## src/rtl/wb_master_pkg.sv

```systemverilog
// Shared types and default widths for the Wishbone command master.
package wb_master_pkg;

    localparam int WBM_AW   = 32;
    localparam int WBM_DW   = 32;
    localparam int WBM_SELW = WBM_DW / 8;

    typedef enum logic [1:0] {
        IDLE = 2'd0,
        BUS  = 2'd1,
        RESP = 2'd2
    } wbm_state_e;

    typedef struct packed {
        logic                we;
        logic [WBM_AW-1:0]   adr;
        logic [WBM_DW-1:0]   dat;
        logic [WBM_SELW-1:0] sel;
    } wbm_cmd_t;

endpackage

```

## src/rtl/wb_cmd_master_if.sv

```systemverilog
// Command/response handshake plus Wishbone initiator bus, bundled for the master.
interface wb_cmd_master_if
    import wb_master_pkg::*;
#(
    parameter int AW   = WBM_AW,
    parameter int DW   = WBM_DW,
    parameter int SELW = DW / 8
) ();

    logic            cmd_valid_i;
    logic            cmd_ready_o;
    logic            cmd_we_i;
    logic [AW-1:0]   cmd_adr_i;
    logic [DW-1:0]   cmd_dat_i;
    logic [SELW-1:0] cmd_sel_i;

    logic            rsp_valid_o;
    logic            rsp_ready_i;
    logic [DW-1:0]   rsp_dat_o;
    logic            rsp_err_o;

    logic            wbm_cyc_o;
    logic            wbm_stb_o;
    logic            wbm_we_o;
    logic [AW-1:0]   wbm_adr_o;
    logic [DW-1:0]   wbm_dat_o;
    logic [SELW-1:0] wbm_sel_o;
    logic [DW-1:0]   wbm_dat_i;
    logic            wbm_ack_i;

    modport master (
        input  cmd_valid_i, cmd_we_i, cmd_adr_i, cmd_dat_i, cmd_sel_i,
        input  rsp_ready_i, wbm_dat_i, wbm_ack_i,
        output cmd_ready_o, rsp_valid_o, rsp_dat_o, rsp_err_o,
        output wbm_cyc_o, wbm_stb_o, wbm_we_o, wbm_adr_o, wbm_dat_o, wbm_sel_o
    );

    modport slave (
        output cmd_valid_i, cmd_we_i, cmd_adr_i, cmd_dat_i, cmd_sel_i,
        output rsp_ready_i, wbm_dat_i, wbm_ack_i,
        input  cmd_ready_o, rsp_valid_o, rsp_dat_o, rsp_err_o,
        input  wbm_cyc_o, wbm_stb_o, wbm_we_o, wbm_adr_o, wbm_dat_o, wbm_sel_o
    );

endinterface

```

## src/rtl/wb_timeout_ctr.sv

```systemverilog
// Counts cycles a strobe has been held; flags the last permitted cycle.
module wb_timeout_ctr #(
    parameter int TIMEOUT_CYCLES = 255
) (
    input  logic clk,
    input  logic rst_n,
    input  logic clr,
    input  logic en,
    output logic expired
);

    localparam int            CW   = $clog2(TIMEOUT_CYCLES + 1);
    localparam logic [CW-1:0] LAST = CW'(TIMEOUT_CYCLES - 1);

    logic [CW-1:0] count_reg;

    always_ff @(posedge clk or negedge rst_n) begin
        if (!rst_n) begin
            count_reg <= '0;
        end else if (clr) begin
            count_reg <= '0;
        end else if (en) begin
            count_reg <= count_reg + CW'(1);
        end
    end

    assign expired = en && (count_reg == LAST);

endmodule

```

## src/rtl/wb_cmd_master.sv

```systemverilog
// Wishbone classic initiator: one bus cycle per accepted command, bounded by an ack timeout.
module wb_cmd_master
    import wb_master_pkg::*;
#(
    parameter int AW             = WBM_AW,
    parameter int DW             = WBM_DW,
    parameter int SELW           = DW / 8,
    parameter int TIMEOUT_CYCLES = 255
) (
    input  logic              wb_clk_i,
    input  logic              wb_rst_ni,
    wb_cmd_master_if.master   bus,
    output logic [15:0]       txn_cnt_o,
    output logic [7:0]        err_cnt_o
);

    wbm_state_e        state_reg, state_next;
    wbm_cmd_t          cmd_reg;
    logic [WBM_DW-1:0] rsp_dat_reg;
    logic              rsp_err_reg;
    logic [15:0]       txn_cnt_reg;
    logic [7:0]        err_cnt_reg;

    logic cmd_take;
    logic ack_done;
    logic tmo_done;
    logic tmo_expired;

    wb_timeout_ctr #(
        .TIMEOUT_CYCLES(TIMEOUT_CYCLES)
    ) u_timeout (
        .clk     (wb_clk_i),
        .rst_n   (wb_rst_ni),
        .clr     (state_reg != BUS),
        .en      (state_reg == BUS),
        .expired (tmo_expired)
    );

    always_comb begin
        state_next = state_reg;
        cmd_take   = 1'b0;
        ack_done   = 1'b0;
        tmo_done   = 1'b0;
        case (state_reg)
            IDLE: begin
                if (bus.cmd_valid_i) begin
                    cmd_take   = 1'b1;
                    state_next = BUS;
                end
            end
            BUS: begin
                // Ack has priority over a timeout landing on the same cycle.
                if (bus.wbm_ack_i) begin
                    ack_done   = 1'b1;
                    state_next = RESP;
                end else if (tmo_expired) begin
                    tmo_done   = 1'b1;
                    state_next = RESP;
                end
            end
            RESP: begin
                if (bus.rsp_ready_i) begin
                    state_next = IDLE;
                end
            end
            default: state_next = IDLE;
        endcase
    end

    always_ff @(posedge wb_clk_i or negedge wb_rst_ni) begin
        if (!wb_rst_ni) begin
            state_reg   <= IDLE;
            cmd_reg     <= '0;
            rsp_dat_reg <= '0;
            rsp_err_reg <= 1'b0;
            txn_cnt_reg <= '0;
            err_cnt_reg <= '0;
        end else begin
            state_reg <= state_next;
            if (cmd_take) begin
                cmd_reg <= '{we:  bus.cmd_we_i,
                             adr: WBM_AW'(bus.cmd_adr_i),
                             dat: WBM_DW'(bus.cmd_dat_i),
                             sel: WBM_SELW'(bus.cmd_sel_i)};
            end
            if (ack_done) begin
                rsp_dat_reg <= cmd_reg.we ? '0 : WBM_DW'(bus.wbm_dat_i);
                rsp_err_reg <= 1'b0;
            end else if (tmo_done) begin
                rsp_dat_reg <= '0;
                rsp_err_reg <= 1'b1;
            end
            if (ack_done || tmo_done) begin
                txn_cnt_reg <= txn_cnt_reg + 16'd1;
            end
            if (tmo_done && (err_cnt_reg != 8'hFF)) begin
                err_cnt_reg <= err_cnt_reg + 8'd1;
            end
        end
    end

    // cyc/stb decode straight from the state register so reset drops them at once.
    assign bus.cmd_ready_o = (state_reg == IDLE);
    assign bus.wbm_cyc_o   = (state_reg == BUS);
    assign bus.wbm_stb_o   = (state_reg == BUS);
    assign bus.rsp_valid_o = (state_reg == RESP);
    assign bus.rsp_dat_o   = DW'(rsp_dat_reg);
    assign bus.rsp_err_o   = rsp_err_reg;
    assign bus.wbm_we_o    = cmd_reg.we;
    assign bus.wbm_adr_o   = AW'(cmd_reg.adr);
    assign bus.wbm_dat_o   = DW'(cmd_reg.dat);
    assign bus.wbm_sel_o   = SELW'(cmd_reg.sel);
    assign txn_cnt_o       = txn_cnt_reg;
    assign err_cnt_o       = err_cnt_reg;

endmodule

```

## src/flat_wrapper.sv

```systemverilog
// flat-port wrapper written by rule: the top's interface ports become plain ports
module wb_cmd_master_flat import wb_master_pkg::*;
#(
    parameter int AW             = WBM_AW,
    parameter int DW             = WBM_DW,
    parameter int SELW           = DW / 8,
    parameter int TIMEOUT_CYCLES = 255
)
  (wb_clk_i, wb_rst_ni, txn_cnt_o, err_cnt_o, bus_cmd_valid_i, bus_cmd_we_i, bus_cmd_adr_i, bus_cmd_dat_i, bus_cmd_sel_i, bus_rsp_ready_i, bus_wbm_dat_i, bus_wbm_ack_i, bus_cmd_ready_o, bus_rsp_valid_o, bus_rsp_dat_o, bus_rsp_err_o, bus_wbm_cyc_o, bus_wbm_stb_o, bus_wbm_we_o, bus_wbm_adr_o, bus_wbm_dat_o, bus_wbm_sel_o);
  wb_cmd_master_if #(.AW(AW), .DW(DW), .SELW(SELW)) bus_i ();
  input  logic wb_clk_i;
  input  logic wb_rst_ni;
  output logic [15:0] txn_cnt_o;
  output logic [7:0] err_cnt_o;
  input wire logic [$bits(bus_i.cmd_valid_i)-1:0] bus_cmd_valid_i;
  input wire logic [$bits(bus_i.cmd_we_i)-1:0] bus_cmd_we_i;
  input wire logic [$bits(bus_i.cmd_adr_i)-1:0] bus_cmd_adr_i;
  input wire logic [$bits(bus_i.cmd_dat_i)-1:0] bus_cmd_dat_i;
  input wire logic [$bits(bus_i.cmd_sel_i)-1:0] bus_cmd_sel_i;
  input wire logic [$bits(bus_i.rsp_ready_i)-1:0] bus_rsp_ready_i;
  input wire logic [$bits(bus_i.wbm_dat_i)-1:0] bus_wbm_dat_i;
  input wire logic [$bits(bus_i.wbm_ack_i)-1:0] bus_wbm_ack_i;
  output wire logic [$bits(bus_i.cmd_ready_o)-1:0] bus_cmd_ready_o;
  output wire logic [$bits(bus_i.rsp_valid_o)-1:0] bus_rsp_valid_o;
  output wire logic [$bits(bus_i.rsp_dat_o)-1:0] bus_rsp_dat_o;
  output wire logic [$bits(bus_i.rsp_err_o)-1:0] bus_rsp_err_o;
  output wire logic [$bits(bus_i.wbm_cyc_o)-1:0] bus_wbm_cyc_o;
  output wire logic [$bits(bus_i.wbm_stb_o)-1:0] bus_wbm_stb_o;
  output wire logic [$bits(bus_i.wbm_we_o)-1:0] bus_wbm_we_o;
  output wire logic [$bits(bus_i.wbm_adr_o)-1:0] bus_wbm_adr_o;
  output wire logic [$bits(bus_i.wbm_dat_o)-1:0] bus_wbm_dat_o;
  output wire logic [$bits(bus_i.wbm_sel_o)-1:0] bus_wbm_sel_o;
  assign bus_i.cmd_valid_i = bus_cmd_valid_i;
  assign bus_i.cmd_we_i = bus_cmd_we_i;
  assign bus_i.cmd_adr_i = bus_cmd_adr_i;
  assign bus_i.cmd_dat_i = bus_cmd_dat_i;
  assign bus_i.cmd_sel_i = bus_cmd_sel_i;
  assign bus_i.rsp_ready_i = bus_rsp_ready_i;
  assign bus_i.wbm_dat_i = bus_wbm_dat_i;
  assign bus_i.wbm_ack_i = bus_wbm_ack_i;
  assign bus_cmd_ready_o = bus_i.cmd_ready_o;
  assign bus_rsp_valid_o = bus_i.rsp_valid_o;
  assign bus_rsp_dat_o = bus_i.rsp_dat_o;
  assign bus_rsp_err_o = bus_i.rsp_err_o;
  assign bus_wbm_cyc_o = bus_i.wbm_cyc_o;
  assign bus_wbm_stb_o = bus_i.wbm_stb_o;
  assign bus_wbm_we_o = bus_i.wbm_we_o;
  assign bus_wbm_adr_o = bus_i.wbm_adr_o;
  assign bus_wbm_dat_o = bus_i.wbm_dat_o;
  assign bus_wbm_sel_o = bus_i.wbm_sel_o;
  wb_cmd_master #(.AW(AW), .DW(DW), .SELW(SELW), .TIMEOUT_CYCLES(TIMEOUT_CYCLES)) u_core (.wb_clk_i(wb_clk_i), .wb_rst_ni(wb_rst_ni), .bus(bus_i), .txn_cnt_o(txn_cnt_o), .err_cnt_o(err_cnt_o));
endmodule
```

## config.mk

```make
export PLATFORM = sky130hd
export DESIGN_NAME = wb_cmd_master_flat
export DESIGN_NICKNAME = d
export VERILOG_FILES = /design/src/rtl/wb_master_pkg.sv /design/src/rtl/wb_cmd_master_if.sv /design/src/rtl/wb_timeout_ctr.sv /design/src/rtl/wb_cmd_master.sv /design/src/flat_wrapper.sv
export SDC_FILE = /design/constraint.sdc
export NUM_CORES = 1
export LEC_CHECK = 0
export CELL_PAD_IN_SITES_DETAIL_PLACEMENT = 0
export CELL_PAD_IN_SITES_GLOBAL_PLACEMENT = 1
export CORE_ASPECT_RATIO = 1.25
export CORE_MARGIN = 5
export CORE_UTILIZATION = 30
export CTS_BUF_LIST = sky130_fd_sc_hd__clkbuf_4 sky130_fd_sc_hd__clkbuf_8 sky130_fd_sc_hd__clkbuf_16
export CTS_CLUSTER_DIAMETER = 80
export DETAILED_ROUTE_END_ITERATION = 7
export MAX_ROUTING_LAYER = met4
export PLACE_DENSITY = 0.79
export SKIP_CTS_REPAIR_TIMING = 1
export SYNTH_ARGS = -nofsm -noshare
export SYNTH_HDL_FRONTEND = slang
export SYNTH_SLANG_ARGS = --single-unit
export TNS_END_PERCENT = 50
```

## constraint.sdc

```tcl
create_clock -name wb_clk_i -period 1.8 [get_ports wb_clk_i]
set_input_delay 0.36 -clock wb_clk_i [delete_from_list [all_inputs] [get_ports wb_clk_i]]
set_output_delay 0.36 -clock wb_clk_i [all_outputs]
set_load 0.03 [all_outputs]
```

==> results.yml, run 1 <==
drt:
  drcViolationCount: 0
  drtIter0Drc: 156
  routed_wl_um: 15100
  routed_via_density: 4.62
  firstDrtPassIters: 4
  via_count: 4017
  ant_nets: 0
  wl_per_cell_um: 17.3
global_routing:
  overflow: 0
  use_met3_pct: 4.49
  grt_max_degree: 45
  grt.total_usage_pct: 14.7
  grt-busiest-layer: "met2"
  use_met1_pct: 17.0
  grt_pass1_wl_um: 23400
  gr-usage-met2_pct: 23.7
  antenna_found_initial: 0
  grt_pass1_vias: 4427
logic_synthesis:
  syn_nets: 484
  synth_top_area_share_pct: 62.8
  synth_seq_area_share_pct: 62.8
  ys.flop_type: "dfrtp_1"
  syn_inst: 374
  synthArstFlopShare_pct: 100
  ys_warn_count: 0
  synth_top_area_cell: "dfrtp_1"
  ys_types: 34
  synth_area_sq_um: 5420
  netlist_top_cells_area: "dfrtp_1 (63%), mux2_2 (15%), a22o_1 (5.2%), xor2_1 (4.0%), buf_2 (1.1%)"
  ys_ff_latch: 136
  synth_edf_count: 0
  postSynthAreaPerCell_sq_um: 14.5
sta:
  setup-tns-final_ns: 0
  finalSetupViolCount: 0
  relSlewSlack_pct: 70.7
  timing.hold.ws_ns: 0.448
  period_needed_ns: 1.70
  worst-slew-pin-transition_ns: 0.439
  min_period_over_period_pct: 94.4
  skew_ns: 0.00865
  fmax_mhz: 588
  finalHoldViolations: 0
  finalWorstSetupSlack_ns: 0.101
  maxSlewViolCount: 0
worst_hold_path:
  hold_class: "in2async"
cells_and_area:
  fillCellCount: 1526
  nNetsFinal: 739
  area_growth_pct: 68.4
  drive_gt1_share_pct: 21.8
  num_antenna_cells: 0
floorplanning:
  start_util_pct: 30.2
  dieWidth_um: 130
  die_area_sq_um: 20900
  die_y_um: 160
  core_area_sq_um: 18000
  io_pins: 236
  rows: 55
power:
  powerDensity_nw_per_um2: 1760
  p_sw_mw: 6.29
  irDropWorstVdd_mv: 0.871
  p_total_mw: 16.1
  p_sw_share_pct: 39.1
  seqPwrFrac_pct: 30.9
  internal_power_mw: 9.78
  p_clk_share_pct: 22.0
  combPwrFrac_pct: 47.0
  power_leakage_nw: 5.19
clock_network:
  h-tree-depth: 4
  clockRootBuffer: "clkbuf_16"
  cts_tree: "done"
  path_clk_slew_ns: 0.06
  clk_latency_ns: 0.41
  cts_buffer_depth: 2
  cts_sinks: 136
  cts_inserted_buffers: 17
run:
  cap_viol_max_count: 0
critical_path:
  critPathKind: "reg2out"
  path_cells: "nand2b_1 -> inv_1 -> dlymetal6s2s_1"
  start_kind: "flip-flop"
  slowest_delay_ns: 0.40
  worst_ep_arrival_time_ns: 1.34
  cp_slowest_cell: "dfrtp_1"
  endpoint_kind: "primary output"
  cp_top_family: "flip-flops"
  critPathRequiredTime_ns: 1.44
  crit_buf_inv: 2
  path_max_fanout: 3
placed_design:
  hpwl_um: 11100
  post-place-ws_ns: -0.00909
  numPortBuffers: 235
  gp_congestion: 0.859
run_status:
  status: "finished clean"
[per-stage QoR]
step	std cells	cell area, sq um	util [%]
after detailed placement	837	8190	45.6
after CTS	869	8790	48.9
final	870	9130	50.8
after global routing	870	9130	50.8
after global placement	837	8190	45.6
after floorplan	374	5430	-
[cell families (layout without fill, tap and decap cells)]
group | Yosys count | in the layout | share of synthesized area (%)
flops | 136 | 136 | 62.8
compound gates | 38 | 38 | 6.09
fa+ha+maj | 4 | 4 | 0.923
mux | 71 | 71 | 14.7
simple gates | 72 | 72 | 8.12
buf+inv | 25 | 293 | 2.84
xor+xnor | 28 | 28 | 4.52
[layer usage]
| layer | part of all wire (%) | vias to the layer above |
|---|---|---|
| met2 | 50 | 167 |
| met4 | 2.8 | 0 |
| met5 | 0 | - |
| met1 | 40 | 1953 |
| met3 | 7.4 | 35 |
| li1 | - | 1862 |
[synthesized netlist by cell type, types with 2 or more instances]
master	number
nand2b_1	2
nor2_1	11
nor3_1	8
buf_4	2
nor4_1	5
nand4_1	2
nand2_1	12
buf_6	5
inv_1	4
clkbuf_1	2
dfrtp_1	136
nor3b_1	3
a22o_1	32
xor2_1	25
nor4_4	2
ha_1	4
and2_1	2
xnor2_1	3
and3_1	7
buf_2	12
and4_1	4
mux2_2	71
nand3_1	9
[power by group through the flow]
stage          logic [mW]  registers, mW  clock network (mW)
5_1_grt              7.96           5.15                3.78
3_3_place_gp         7.76           5.04                   0
2_1_floorplan        2.02           7.35                   0
3_5_place_dp         7.87           5.08                   0
6_report             7.56           4.97                3.54
4_1_cts              7.88           5.04                3.65
[layout make-up]
cell class	instances	area [sq um]	area share [%]
multi-input combinational	213	1900	20.8
timing repair buffer	257	2930	32.1
clock inverter	15	176	1.93
sequential	136	3400	37.3
tap	228	285	3.12
inverter	4	15.0	0.164
clock buffer	17	425	4.66
[worst reg2reg max path, delay by kind of cell, from the launching register on]
family / cells / cell delay [ns]
adder cells (fa/ha/maj): 1 / 0.17
flip-flops: 1 / 0.42
multiplexers: 1 / 0.35
AND/OR/NAND/NOR: 3 / 0.64
[layout by cell type, fill, tap and decap left out, types with 2 or more instances in the layout]
| cell | Yosys | final |
|---|---|---|
| xor2_1 | 25 | 25 |
| nor2_2 | 1 | 2 |
| and3_1 | 7 | 7 |
| buf_12 | 0 | 8 |
| buf_4 | 2 | 13 |
| nand4_1 | 2 | 2 |
| nand2b_1 | 2 | 2 |
| clkdlybuf4s50_1 | 0 | 104 |
| xnor2_1 | 3 | 3 |
| nor4_2 | 1 | 5 |
| dlymetal6s2s_1 | 0 | 128 |
| inv_1 | 4 | 4 |
| and4_1 | 4 | 4 |
| nand2_1 | 12 | 12 |
| inv_6 | 0 | 8 |
| nor4_4 | 2 | 2 |
| a22o_1 | 32 | 32 |
| nand3_1 | 9 | 9 |
| inv_8 | 0 | 2 |
| clkbuf_16 | 0 | 17 |
| nor2_1 | 11 | 10 |
| nor3b_1 | 3 | 3 |
| dfrtp_1 | 136 | 136 |
| bufinv_16 | 0 | 2 |
| mux2_2 | 71 | 71 |
| clkbuf_2 | 0 | 2 |
| clkinvlp_4 | 0 | 2 |
| nor3_1 | 8 | 8 |
| ha_1 | 4 | 4 |
[path summary, 6_finish.rpt]
| check | start | endpoint | slack (ns) | cells after the start |
|---|---|---|---|---|
| worst max-delay path | u_core.state_reg[0] | bus_rsp_valid_o | 0.10 | 3 |
| worst min-delay path | wb_rst_ni | u_core.bus.wbm_adr_o[0] | 0.45 | 2 |
| worst max register to register | u_core.u_timeout.count_reg[1] | u_core.err_cnt_o[1] | 0.11 | 5 |
| worst min register to register | u_core.txn_cnt_o[9] | u_core.txn_cnt_o[9] | 0.48 | 1 |
| max in group asynchronous | wb_rst_ni | u_core.bus.rsp_dat_o[19] | 0.75 | 3 |
| min in group wb_clk_i | u_core.txn_cnt_o[9] | u_core.txn_cnt_o[9] | 0.48 | 1 |
No activity file was read; power rests on OpenSTA's default activity.
==> run 2, diff against run 1 <==
CORE_UTILIZATION = 31   (was 30)
CTS_BUF_LIST = sky130_fd_sc_hd__clkbuf_2 sky130_fd_sc_hd__clkbuf_4 sky130_fd_sc_hd__clkbuf_8   (was sky130_fd_sc_hd__clkbuf_4 sky130_fd_sc_hd__clkbuf_8 sky130_fd_sc_hd__clkbuf_16)
PLACE_DENSITY = 0.81   (was 0.79)
clock period = 1.5 ns   (was 1.8 ns; I/O delays follow)
==> run 2 against run 1 <==
  * The run now ends with negative setup slack left
  * Sequential power up 21%
  * Sequential share of layout area shrank 0.73 points
  * Worst setup slack got worse by 0.25 ns
  * Core utilization up 2.9 points
  * Count of clock-buffer cells in the layout unchanged
  * Register-to-register slack worse by 0.26 ns
  * Critical path depth is 1 higher
  * Hold slack lost 0.0015 ns
  * Cell count increased by 2.5%
  * Largest power group unchanged
  * Highest routed layer unchanged
==> results.yml, run 2 (same netlist as run 1, synthesis figures left out) <==
placed_design:
  post-place-ws_ns: -0.276
  place_area_sq_um: 8590
  hpwl_um: 11300
  gp_congestion: 0.899
  numPortBuffers: 235
  dp.cells: 854
sta:
  timing.hold.ws_ns: 0.447
  finalWorstSetupSlack_ns: -0.152
  worst-slew-pin-transition_ns: 0.625
  setup-tns-final_ns: -12.59
  maxSlewViolCount: 0
  fmax_mhz: 605
  finalHoldViolations: 0
  skew_ns: 0.0119
  relSlewSlack_pct: 58.4
  min_period_over_period_pct: 110
  rsz0062_at_grt: "yes"
  finalSetupViolCount: 123
  period_needed_ns: 1.65
drt:
  routed_via_density: 4.63
  ant_nets: 0
  drcViolationCount: 0
  routed_wl_um: 16200
  drtIter0Drc: 150
  firstDrtPassIters: 4
  via_count: 4132
  wl_per_cell_um: 18.1
clock_network:
  cts_buffer_depth: 2
  h-tree-depth: 4
  cts_sinks: 136
  clockRootBuffer: "clkbuf_8"
  clk_latency_ns: 0.44
  path_clk_slew_ns: 0.07
  cts_tree: "done"
  cts_inserted_buffers: 17
global_routing:
  grt.total_usage_pct: 15.9
  grt_pass1_wl_um: 24600
  use_met1_pct: 19.2
  grt-busiest-layer: "met2"
  gr-usage-met2_pct: 25.0
  antenna_found_initial: 1
  grt_max_degree: 89
  overflow: 0
  grt_pass1_vias: 4585
  use_met3_pct: 5.23
worst_hold_path:
  whs_path_depth: 2
  hold_start: "bus_rsp_ready_i"
  min_to: "u_core.state_reg[1]"
  hold_class: "in2reg"
cells_and_area:
  final_common_cell: "dfrtp_1"
  drive_gt1_share_pct: 31.9
  layout_common_cells: "dfrtp_1 (131), clkdlybuf4s50_1 (104), dlymetal6s2s_1 (100)"
  nNetsFinal: 764
  final_util_pct: 53.7
  stdcell_area_sq_um: 9330
  area_growth_pct: 72.1
  finalNonFillerCells: 892
  fillCellCount: 1428
power:
  p_total_mw: 19.4
  powerDensity_nw_per_um2: 2080
  power_leakage_nw: 5.18
  irDropWorstVdd_mv: 0.839
critical_path:
  r2r_slack_ns: -0.15
  start_kind: "flip-flop"
  timing.rr.end: "u_core.bus.wbm_adr_o[0]"
  critPathRequiredTime_ns: 1.20
  r2r_cells: 5
  critPathKind: "reg2out"
  endpoint_kind: "primary output"
  timing.rr.start: "u_core.state_reg[1]"
  path_max_fanout: 3
  worst_ep_arrival_time_ns: 1.35
floorplanning:
  io_pins: 236
  start_util_pct: 31.2
  core_area_sq_um: 17400
  die_y_um: 158
  rows: 54
  dieWidth_um: 128
  die_area_sq_um: 20300
run_status:
  violations: "negative setup slack"
  status: "finished with violations"
run:
  cap_viol_max_count: 0
[run 2: layer usage]
metal  part of all wire (%)  wire length, um
met1                     41             6620
met2                     49             7900
met3                    8.1             1310
met4                    2.1              335
met5                      0                0
[run 2: power breakdown]
group	total, mW	switching (mW)	internal [mW]	leakage (nW)
Combinational	10.2	5.31	4.86	3.31
Clock	3.25	1.57	1.69	0.210
Sequential	6.03	0.890	5.14	1.66
Total	19.4	7.76	11.7	5.18
[run 2: critical path: stages (launching register included)]
cell and delay, ns:
dfrtp_1 0.41, buf_6 0.13, nor2_4 0.13, buf_4 0.14
buf_12 0.11
[run 2: how the worst max path moves through the flow]
stage | to | slack, ns | startpoint | cells past startpoint
2_1_floorplan | u_core.err_cnt_o[1] | -0.17 | u_core.state_reg[1] | 6
3_3_place_gp | u_core.err_cnt_o[3] | -0.26 | bus_wbm_ack_i | 5
3_5_place_dp | u_core.err_cnt_o[3] | -0.28 | bus_wbm_ack_i | 5
4_1_cts | err_cnt_o[0] | -0.46 | u_core.err_cnt_o[0] | 2
5_1_grt | u_core.bus.rsp_dat_o[15] | -0.28 | u_core.u_timeout.count_reg[0] | 7
6_report | bus_cmd_ready_o | -0.15 | u_core.state_reg[1] | 4
[run 2: layout make-up]
class	count	area [sq um]	share of cell area (%)
diodes	1	2.50	0.0268
clock buffers	17	234	2.51
clock inverters	15	191	2.05
inverters	4	18.8	0.201
multi-input cells	213	2230	23.9
flip-flops and latches	136	3410	36.5
well taps	224	280	3.00
repair buffers	282	2960	31.8
==> run 3, diff against run 2 <==
CORE_UTILIZATION = 30   (was 31)
PLACE_DENSITY = 0.79   (was 0.81)
SYNTH_HIERARCHICAL = 1   (was unset)
==> run 3 against run 2 <==
  * The flow still finishes with violations (negative setup slack)
  * Worst setup slack worse by 0.085 ns
  * Hold slack worse by 0.11 ns
  * Largest cell class unchanged
  * Via count is 0.87% lower
  * Die area is 2.2% higher
  * Non-clock buffer count up 5
  * First-iteration DRC count is the same
  * Cell area decreased by 1.4%
  * Critical path depth up 4
  * Cell count grew 0.67%
==> results.yml, run 3 <==
sta:
  finalWorstSetupSlack_ns: -0.237
  min_period_over_period_pct: 116
  maxSlewViolCount: 0
  finalHoldViolations: 0
  timing.hold.ws_ns: 0.336
  finalSetupViolCount: 128
  relSlewSlack_pct: 74.5
  fmax_mhz: 576
  worst-slew-pin-transition_ns: 0.381
  rsz0062_at_grt: "yes"
  period_needed_ns: 1.74
  skew_ns: 0.00996
logic_synthesis:
  postSynthAreaPerCell_sq_um: 14.4
  synth_edf_count: 0
  ys_warn_count: 6
  netlist_top_cells_area: "dfrtp_1 (63%), mux2_1 (15%), a22o_1 (5.2%), xnor2_1 (2.3%), buf_4 (1.8%)"
  syn_nets: 483
  synthArstFlopShare_pct: 100
  ys_ff_latch: 136
  yosysMostFrequentCell: "dfrtp_1"
  ys.flop_type: "dfrtp_1"
  syn_inst: 373
  synth_top_area_cell: "dfrtp_1"
  synth_top_area_share_pct: 63.4
  synth_common_cells: "dfrtp_1 (136), mux2_1 (70), a22o_1 (32)"
  ys_types: 38
  synth_area_sq_um: 5370
  synth_seq_area_share_pct: 63.4
global_routing:
  grt_pass1_vias: 4531
  antenna_found_initial: 0
  grt_max_degree: 43
  grt_pass1_wl_um: 23500
  overflow: 0
  grt.total_usage_pct: 14.7
critical_path:
  worst_ep_arrival_time_ns: 2.08
  path_max_fanout: 7
  start_kind: "flip-flop"
  slowest_delay_ns: 0.39
  critPathKind: "reg2reg"
  endpoint_kind: "flip-flop"
  cp_slowest_cell: "dfrtp_1"
  path_cells: "inv_1 -> ha_2 -> nand4_1 -> nor2_4 -> and4bb_4 -> and2_4 -> a31oi_1 -> a41oi_1"
  critPathRequiredTime_ns: 1.84
power:
  powerDensity_nw_per_um2: 2030
  power_leakage_nw: 5.13
  p_total_mw: 18.7
  irDropWorstVdd_mv: 0.805
floorplanning:
  dieWidth_um: 130
  rows: 54
  start_util_pct: 30.6
  core_area_sq_um: 17600
  die_y_um: 160
  die_area_sq_um: 20700
  io_pins: 236
cells_and_area:
  stdcell_area_sq_um: 9200
  final_common_cell: "dfrtp_1"
  num_antenna_cells: 0
  drive_gt1_share_pct: 19.9
  layout_common_cells: "dfrtp_1 (136), dlymetal6s2s_1 (109), clkdlybuf4s50_1 (104)"
  area_growth_pct: 71.3
  fillCellCount: 1504
  nNetsFinal: 771
run_status:
  violations: "negative setup slack"
  status: "finished with violations"
drt:
  highest_layer: "met4"
  wl_met3_um: 1170
  drtIter0Drc: 150
  m1WireLength_um: 6300
  drcViolationCount: 0
  met2WireLength_um: 7740
  via_count: 4096
  routed_via_density: 4.56
  firstDrtPassIters: 4
  routed_wl_um: 15500
  ant_nets: 0
  wl_per_cell_um: 17.2
clock_network:
  cts_tree: "done"
  cts_sinks: 136
  clockRootBuffer: "clkbuf_8"
  cts_inserted_buffers: 17
  cts_buffer_depth: 2
  clk_latency_ns: 0.43
  h-tree-depth: 4
  path_clk_slew_ns: 0.08
worst_hold_path:
  hold_class: "in2async"
placed_design:
  post-place-ws_ns: -0.238
  numPortBuffers: 235
  hpwl_um: 11200
  gp_congestion: 0.772
  place_area_sq_um: 8320
run:
  cap_viol_max_count: 0
run 3: changes by cell type after synthesis, moves of 4 or more:
cell,previous run,this run
xor2_1,25,7
nand3_1,9,5
nor3_1,8,2
mux2_1,0,70
a21oi_1,1,5
nand4_1,2,14
buf_6,5,0
xnor2_1,3,14
buf_4,2,13
nor4_1,5,0
buf_2,12,4
mux2_2,71,0
run 3: critical path, delay by kind of cell (launching register included):
family          cells  cell delay (ns)
simple gates        4             0.78
flops               1             0.39
compound gates      2             0.26
fa+ha+maj           1             0.16
buf+inv             1             0.06
run 3: routing by layer:
layer	vias up	GRT usage, %
met2	170	23.6
li1	1907	-
met1	2000	17.8
met3	19	4.33
met4	0	4.44
met5	-	-
run 3: through the flow:
step | cells | utilization [%] | setup TNS [ns]
floorplan | 373 | - | -33.52
global placement | 858 | 47.4 | -16.86
detailed placement | 858 | 47.4 | -19.25
CTS | 890 | 50.1 | -53.96
global route | 898 | 52.4 | -22.04
finish | 898 | 52.4 | -12.06
run 3: report_power, final:
group | total (mW) | switching, mW | internal, mW
clock network | 3.65 | 1.42 | 2.23
registers | 5.83 | 0.724 | 5.10
logic | 9.25 | 5.09 | 4.15
total | 18.7 | 7.24 | 11.5
run 3: final timing paths:
check                                         startpoint                       end  slack [ns]  cells after the start
max in group asynchronous                      wb_rst_ni  u_core/bus.wbm_adr_o[13]        0.61                      3
max                        u_core/u_timeout/count_reg[0]       u_core/err_cnt_o[7]       -0.24                      8
min in group wb_clk_i                    bus_rsp_ready_i       u_core/state_reg[1]        0.44                      2
min reg2reg                     u_core/bus.wbm_dat_o[23]  u_core/bus.wbm_dat_o[23]        0.48                      1
max reg2reg                u_core/u_timeout/count_reg[0]       u_core/err_cnt_o[7]       -0.24                      8
min                                            wb_rst_ni   u_core/bus.wbm_dat_o[6]        0.34                      2
run 3: kinds of logic after synthesis:
logic type               Yosys count  synth area share (%)
multiplexers                      72                  15.0
adder cells (fa/ha/maj)            4                 0.932
AND/OR/NAND/NOR                   68                  7.38
AO/OA/AOI/OAI                     49                  7.20
flip-flops                       136                  63.4
XOR/XNOR                          21                  3.42
buffers and inverters             23                  2.66
run 3: area by class of cell:
class                   instances  area [sq um]  share of cell area [%]
well taps                     224           280                    3.05
flip-flops and latches        136          3400                    37.0
repair buffers                287          3070                    33.4
multi-input cells             214          1940                    21.1
clock buffers                  20           263                    2.86
inverters                       5          21.3                   0.231
clock inverters                12           223                    2.42
